<file path="src/rtl/instr_loader_pkg.sv">
// ============================================================================
//  Module      : instr_loader_pkg
//  Description : Shared types and opcode constants for the instruction loader
//                and the control-unit decode.
//  Revision    : 1.0  initial release
// ============================================================================
`default_nettype none

package instr_loader_pkg;

  // Request kind carried on req_kind
  typedef enum logic [1:0] {
    KIND_RTYPE  = 2'b00,
    KIND_LOAD   = 2'b01,
    KIND_STORE  = 2'b10,
    KIND_BRANCH = 2'b11
  } kind_e;

  // RV32I major opcodes, shared with the decoder
  localparam logic [6:0] OPC_RTYPE  = 7'b0110011;
  localparam logic [6:0] OPC_LOAD   = 7'b0000011;
  localparam logic [6:0] OPC_STORE  = 7'b0100011;
  localparam logic [6:0] OPC_BRANCH = 7'b1100011;

  // Loader sequencing states
  typedef enum logic [1:0] {
    ST_IDLE  = 2'd0,
    ST_LOAD  = 2'd1,
    ST_WRITE = 2'd2,
    ST_DONE  = 2'd3
  } state_e;

endpackage

`default_nettype wire

</file>
<file path="src/rtl/instr_field_encoder.sv">
// ============================================================================
//  Module      : instr_field_encoder
//  Description : Combinational packing of a field-level request into a 32-bit
//                RV32I word. With INSTR_LOADER_CHECK_EN defined, immediates
//                that cannot be represented are flagged as illegal.
//  Revision    : 1.0  initial release
// ============================================================================
`default_nettype none

module instr_field_encoder
  import instr_loader_pkg::*;
(
  input  logic [1:0]  kind,
  input  logic [2:0]  funct3,
  input  logic [6:0]  funct7,
  input  logic [4:0]  rd,
  input  logic [4:0]  rs1,
  input  logic [4:0]  rs2,
  input  logic [12:0] imm,
  output logic [31:0] word,
  output logic        illegal
);

  // Pack fields by kind; fields a kind does not use are simply dropped
  always_comb begin
    word    = 32'd0;
    illegal = 1'b0;
    case (kind_e'(kind))
      KIND_RTYPE:  word = {funct7, rs2, rs1, funct3, rd, OPC_RTYPE};
      KIND_LOAD:   word = {imm[11:0], rs1, funct3, rd, OPC_LOAD};
      KIND_STORE:  word = {imm[11:5], rs2, rs1, funct3, imm[4:0], OPC_STORE};
      KIND_BRANCH: word = {imm[12], imm[10:5], rs2, rs1, funct3,
                           imm[4:1], imm[11], OPC_BRANCH};
    endcase
`ifdef INSTR_LOADER_CHECK_EN
    // LW/SW carry a 12-bit signed immediate: bit 12 must be a sign copy.
    // Branch offsets are halfword aligned: bit 0 must be clear.
    case (kind_e'(kind))
      KIND_LOAD, KIND_STORE: illegal = (imm[12] != imm[11]);
      KIND_BRANCH:           illegal = imm[0];
      default:               illegal = 1'b0;
    endcase
`endif
  end

endmodule

`default_nettype wire

</file>
<file path="src/rtl/instr_loader.sv">
// ============================================================================
//  Module      : instr_loader
//  Description : Accepts instruction requests over valid/ready, encodes them
//                and writes them to consecutive instruction-memory words.
//                Optional macro: INSTR_LOADER_CHECK_EN (illegal-field check).
//  Revision    : 1.0  initial release
// ============================================================================
`default_nettype none

module instr_loader
  import instr_loader_pkg::*;
#(
  parameter int          ADDR_W    = 8,
  parameter int unsigned BASE_ADDR = 0
) (
  input  logic              clk,
  input  logic              rst,
  input  logic              start,
  input  logic              req_valid,
  output logic              req_ready,
  input  logic [1:0]        req_kind,
  input  logic [2:0]        req_funct3,
  input  logic [6:0]        req_funct7,
  input  logic [4:0]        req_rd,
  input  logic [4:0]        req_rs1,
  input  logic [4:0]        req_rs2,
  input  logic [12:0]       req_imm,
  input  logic              req_last,
  output logic              imem_we,
  output logic [ADDR_W-1:0] imem_addr,
  output logic [31:0]       imem_wdata,
  output logic              busy,
  output logic              done,
  output logic              full,
  output logic [ADDR_W:0]   count,
  output logic              err
);

  localparam logic [ADDR_W-1:0] BASE      = ADDR_W'(BASE_ADDR);
  localparam logic [ADDR_W-1:0] LAST_ADDR = '1;

  state_e            state, state_nx;
  logic [ADDR_W-1:0] ptr_q;
  logic [ADDR_W:0]   count_q;
  logic [31:0]       word_q;
  logic              last_q;
  logic              illegal_q;
  logic              full_q;
  logic              err_q;
  logic [31:0]       enc_word;
  logic              enc_illegal;

  instr_field_encoder u_enc (
    .kind    (req_kind),
    .funct3  (req_funct3),
    .funct7  (req_funct7),
    .rd      (req_rd),
    .rs1     (req_rs1),
    .rs2     (req_rs2),
    .imm     (req_imm),
    .word    (enc_word),
    .illegal (enc_illegal)
  );

  // State register
  always_ff @(posedge clk) begin
    if (rst) state <= ST_IDLE;
    else     state <= state_nx;
  end

  // Next-state logic; an illegal request never touches memory so it cannot
  // fill the last word
  always_comb begin
    state_nx = state;
    case (state)
      ST_IDLE:  if (start) state_nx = ST_LOAD;
      ST_LOAD:  if (req_valid) state_nx = ST_WRITE;
      ST_WRITE: begin
        if (last_q || (!illegal_q && (ptr_q == LAST_ADDR))) state_nx = ST_DONE;
        else                                                 state_nx = ST_LOAD;
      end
      ST_DONE:  state_nx = ST_IDLE;
    endcase
  end

  // Pointer, count, captured word and sticky flags
  always_ff @(posedge clk) begin
    if (rst) begin
      ptr_q     <= BASE;
      count_q   <= '0;
      word_q    <= '0;
      last_q    <= 1'b0;
      illegal_q <= 1'b0;
      full_q    <= 1'b0;
      err_q     <= 1'b0;
    end else begin
      case (state)
        ST_IDLE: begin
          if (start) begin
            ptr_q   <= BASE;
            count_q <= '0;
            full_q  <= 1'b0;
            err_q   <= 1'b0;
          end
        end
        ST_LOAD: begin
          if (req_valid) begin
            word_q    <= enc_word;
            last_q    <= req_last;
            illegal_q <= enc_illegal;
          end
        end
        ST_WRITE: begin
          if (illegal_q) begin
            err_q <= 1'b1;
          end else begin
            count_q <= count_q + (ADDR_W+1)'(1);
            // The pointer parks on the last word instead of wrapping
            if (ptr_q == LAST_ADDR) begin
              if (!last_q) full_q <= 1'b1;
            end else begin
              ptr_q <= ptr_q + ADDR_W'(1);
            end
          end
        end
        default: ;
      endcase
    end
  end

  assign req_ready  = (state == ST_LOAD);
  assign imem_we    = (state == ST_WRITE) && !illegal_q;
  assign imem_addr  = ptr_q;
  assign imem_wdata = word_q;
  assign busy       = (state != ST_IDLE);
  assign done       = (state == ST_DONE);
  assign full       = full_q;
  assign count      = count_q;
  assign err        = err_q;

endmodule

`default_nettype wire
</file>
<file path="config.mk">
export PLATFORM = sky130hd
export DESIGN_NAME = instr_loader
export DESIGN_NICKNAME = d
export VERILOG_FILES = /design/src/rtl/instr_loader_pkg.sv /design/src/rtl/instr_field_encoder.sv /design/src/rtl/instr_loader.sv
export SDC_FILE = /design/constraint.sdc
export NUM_CORES = 1
export LEC_CHECK = 0
export CORE_MARGIN = 2
export CORE_UTILIZATION = 44
export CTS_CLUSTER_SIZE = 24
export DETAILED_ROUTE_END_ITERATION = 10
export PLACE_DENSITY_LB_ADDON = 0.08
export SYNTH_ARGS = -nofsm -noshare
export SYNTH_HDL_FRONTEND = slang
export SYNTH_HIERARCHICAL = 1
export SYNTH_SLANG_ARGS = --single-unit
</file>
<file path="constraint.sdc">
create_clock -name clk -period 2.1 [get_ports clk]
set_input_delay 0.42 -clock clk [delete_from_list [all_inputs] [get_ports clk]]
set_output_delay 0.42 -clock clk [all_outputs]
set_load 0.01 [all_outputs]
</file>
==> summary by stage <==
Outcome
The run finished with clean final reports.

CTS
In this run the deepest clock path goes through 2 buffers. The number of setup buffers added after CTS is 0. The clock input transition at the sequential cells of the worst setup and hold paths is 0.10 ns.

The H-tree generated during clock tree synthesis spans 2 levels. The root buffer cell is clkbuf_8. Clock tree synthesis found a total of 55 sinks. The total clock buffers created by CTS is 5. The clock tree from TritonCTS is yes. The latest clock arrival within the worst-skew pair is 0.31 ns.

Yosys
Synthesis produced a netlist whose cell count is 317. The most frequently used flop master after synthesis is dfxtp_1. The sequential element share of the synthesized area is 42.2%. Counting distinct cell types in the post-synthesis netlist gives 40.

The count of flip-flops with a built-in enable after synthesis is 0. The post-synth design cell area is 2610 sq um. Averaged over all synthesized cells, the footprint is 8.24 sq um. The count of yosys warnings during synthesis is 6.

The flop and latch count out of synthesis is 55. In the synthesized netlist the async set-or-reset flop fraction comes to 0%.

Setup path
The slack of the worst reg-to-reg path is 0.40 ns. The data arrival time at the worst-slack endpoint is 1.55 ns. The peak per-stage delay on the critical path is 0.56 ns.

Of all nets on the critical path, the largest fanout is 7. The start-to-end type of the worst setup path is reg -> out. The family with the most delay on the worst path is buffers and inverters. The total buffers and inverters traversed by the critical path is 1. Data on the critical path is required at its endpoint by 1.68 ns.

The worst register-to-register path begins at imem_addr[0]$_SDFFE_PP0P_. In this run the critical register-to-register path is captured at imem_addr[4]$_SDFFE_PP0P_. The most critical setup path has its startpoint at state[0]$_SDFFE_PP0P_. The slowest cell on the critical path is clkdlybuf4s50_1.

The critical path goes through nor2b_2 -> clkdlybuf4s50_1. The logic depth of the worst register-to-register path is 6. The type of element capturing the critical path is an output port. The sort of element at the start of the critical path is a flop.

Route
The length of the first detailed-routing pass in iterations is 4. Using the TritonRoute via totals, the vias-per-cell ratio works out to 5.01. The count of nets left with antenna violations once routing finished came out at 0. In the routed design, unresolved DRC markers number 0. For this block, the initial DRC count from the detailed router was 76.

Detailed routing inserted a total of 2425 vias. After detailed routing, the total wire length is 6100 um. The average wire per standard cell is 12.6 um.

Global routing
The maximum number of pins on one net before global-route repair is 40. Global routing consumed, over all layers together, 18.8% of the routing resources. The wire length of the first global-routing pass is 9740 um. The number of antenna violations at the first check in global routing was 0.

For this run the aggregate overflow at the end of global routing stands at 0. The number of global-route vias before repair was 2218.

STA
The final count of pins violating max slew is 0. At the pin with the least slew margin, the transition time is 0.520 ns. Setup repair after global routing left no endpoint under its margin. The final period demand of the worst path is 1.97 ns. The number of hold violations in the final report came to 0. The period utilization is 93.9%. The setup violation total in the final timing report is 0. For the final database, setup skew stands at 0.00901 ns. The setup TNS is 0 ns. Measured against its own limit, the worst slew margin works out to 64.4%. Static timing analysis puts the maximum clock frequency at 0.507 GHz.

Floorplan
The die is 81.0 um wide. The number of cell rows is 28. During I/O placement, the number of pins put on the boundary was 100. The die footprint is 6570 sq um.

The region available for standard cell placement spans 5820 sq um. The initial standard-cell utilization of the core is 44.9%. The die boundary height is 81.0 um.

Job
The count of max-cap constraint violations is 0.

Power and ir drop
VDD sags by at most 337 uV. Power spread over the standard cell area amounts to 576 nW/um^2. Summed over all cells, the static leakage comes to 1.33 nW.

Overall power consumption after layout is estimated at 2.16 mW.

Layout
Leaving out fill and tap cells, the most frequent cell in the layout is clkdlybuf4s50_1. The signed area change from the synthesized netlist to the final layout is 43.5%. The library cells used most frequently in the layout, excluding fill and tap cells, are 98 x clkdlybuf4s50_1, 78 x nand2_1, 54 x dfxtp_1, 49 x a21oi_1, 14 x buf_4. The post-route netlist has 11.5% of its cells at a drive strength greater than 1. The fill cell total of the finished layout is 553.

0 antenna diodes ended up in the layout. The net count of the finished layout is 455.

Placed design
The count of buffers added on input and output ports is 99. Routability-driven placement finished with a final weighted congestion of 0.764. After legalization and detailed placement, the total HPWL measured 4480 um.

Min path
The end of the worst hold path is imem_wdata[9]$_SDFFE_PP0P_. The min-delay analysis places its worst path in the category reg -> reg. Along the worst hold path, the cell count comes to 2. The launch point of the worst hold path is imem_wdata[9]$_SDFFE_PP0P_.
[worst max path at each step]
stage / to / cells past startpoint
2_1_floorplan: imem_addr[7]$_SDFFE_PP0P_ / 6
3_3_place_gp: imem_addr[3]$_SDFFE_PP0P_ / 5
3_5_place_dp: imem_addr[4]$_SDFFE_PP0P_ / 5
4_1_cts: req_ready / 2
5_1_grt: req_ready / 2
6_report: req_ready / 2
[cell usage after synthesis (3+ instances only)]
| cell | instances | area [sq um] |
|---|---|---|
| nand2_1 | 78 | 293 |
| dfxtp_1 | 55 | 1100 |
| a21oi_1 | 49 | 245 |
| buf_4 | 15 | 113 |
| mux2_2 | 13 | 146 |
| clkbuf_1 | 11 | 41.3 |
| nor2_1 | 8 | 30.0 |
| o31ai_1 | 8 | 60.1 |
| mux2i_1 | 7 | 70.1 |
| or4_1 | 7 | 52.6 |
| buf_2 | 5 | 25.0 |
| inv_1 | 5 | 18.8 |
| nand3_1 | 5 | 25.0 |
| o21ai_0 | 5 | 25.0 |
| or3_1 | 4 | 25.0 |
| and2_1 | 3 | 18.8 |
| nor2b_1 | 3 | 18.8 |
| nor3_1 | 3 | 15.0 |
| xnor2_1 | 3 | 26.3 |
[final cells by class]
cell class | count | area (sq um) | share of cell area, %
Clock buffer | 5 | 68.8 | 1.84
Clock inverter | 3 | 43.8 | 1.17
Inverter | 6 | 22.5 | 0.601
Multi-Input combinational cell | 227 | 1320 | 35.1
Sequential cell | 55 | 1100 | 29.4
Tap cell | 75 | 93.8 | 2.51
Timing Repair Buffer | 113 | 1100 | 29.3
[cells by family after synthesis]
family | count (synthesis) | synth area share [%]
AOI/OAI and AO/OA | 69 | 15.0
xor gates and xnor gates | 3 | 1.01
adders and majority gates | 2 | 0.958
buffers and inverters | 38 | 8.15
DFF | 55 | 42.2
muxes | 22 | 9.44
other | 2 | 0.288
and+or+nand+nor | 126 | 23.0
[tightest hold or removal path, stage by stage (launching register included)]
cell,delay [ns]
dfxtp_1,0.32
nand2_1,0.05
a21oi_1,0.05
[report_power, final]
group | leakage, nW | internal, mW | switching [mW]
Combinational | 0.826 | 0.207 | 0.152
Sequential | 0.446 | 1.07 | 0.0216
Clock | 0.0581 | 0.355 | 0.347
Total | 1.33 | 1.64 | 0.521
[state kept, by name, summed over array words and instances, names as in the netlist]
register	count
imem_addr	8
full	1
err	1
last_q	1
imem_wdata	32
state	2
count	9
illegal_q	1
[per-stage QoR]
| stage | utilization [%] | instance area, sq um | instances | setup WS (ns) | hold slack [ns] |
|---|---|---|---|---|---|
| 2_1_floorplan | - | 2620 | 320 | 0.460 | 0.446 |
| 3_3_place_gp | 62.3 | 3620 | 476 | 0.0962 | 0.441 |
| 3_5_place_dp | 62.3 | 3620 | 476 | 0.0516 | 0.447 |
| 4_1_cts | 64.3 | 3740 | 484 | 0.0382 | 0.461 |
| 5_1_grt | 64.4 | 3750 | 484 | 0.0322 | 0.481 |
| 6_report | 64.4 | 3750 | 484 | 0.128 | 0.457 |
[layer usage]
| metal | part of all wire, % | global-route usage, % |
|---|---|---|
| met5 | 0 | 0 |
| met4 | 1.1 | 5.08 |
| met3 | 7.9 | 6.56 |
| met2 | 50 | 32.9 |
| met1 | 41 | 21.7 |
[timing repair]
action / CTS / global route
gates cloned: 0 / 0
endpoints found under the setup margin: 1 / 2
hold endpoints to repair: 0 / 0
resized for setup: 2 / 2
hold buffers: 0 / 0
Note: power is estimated with default switching activity, not from simulation.
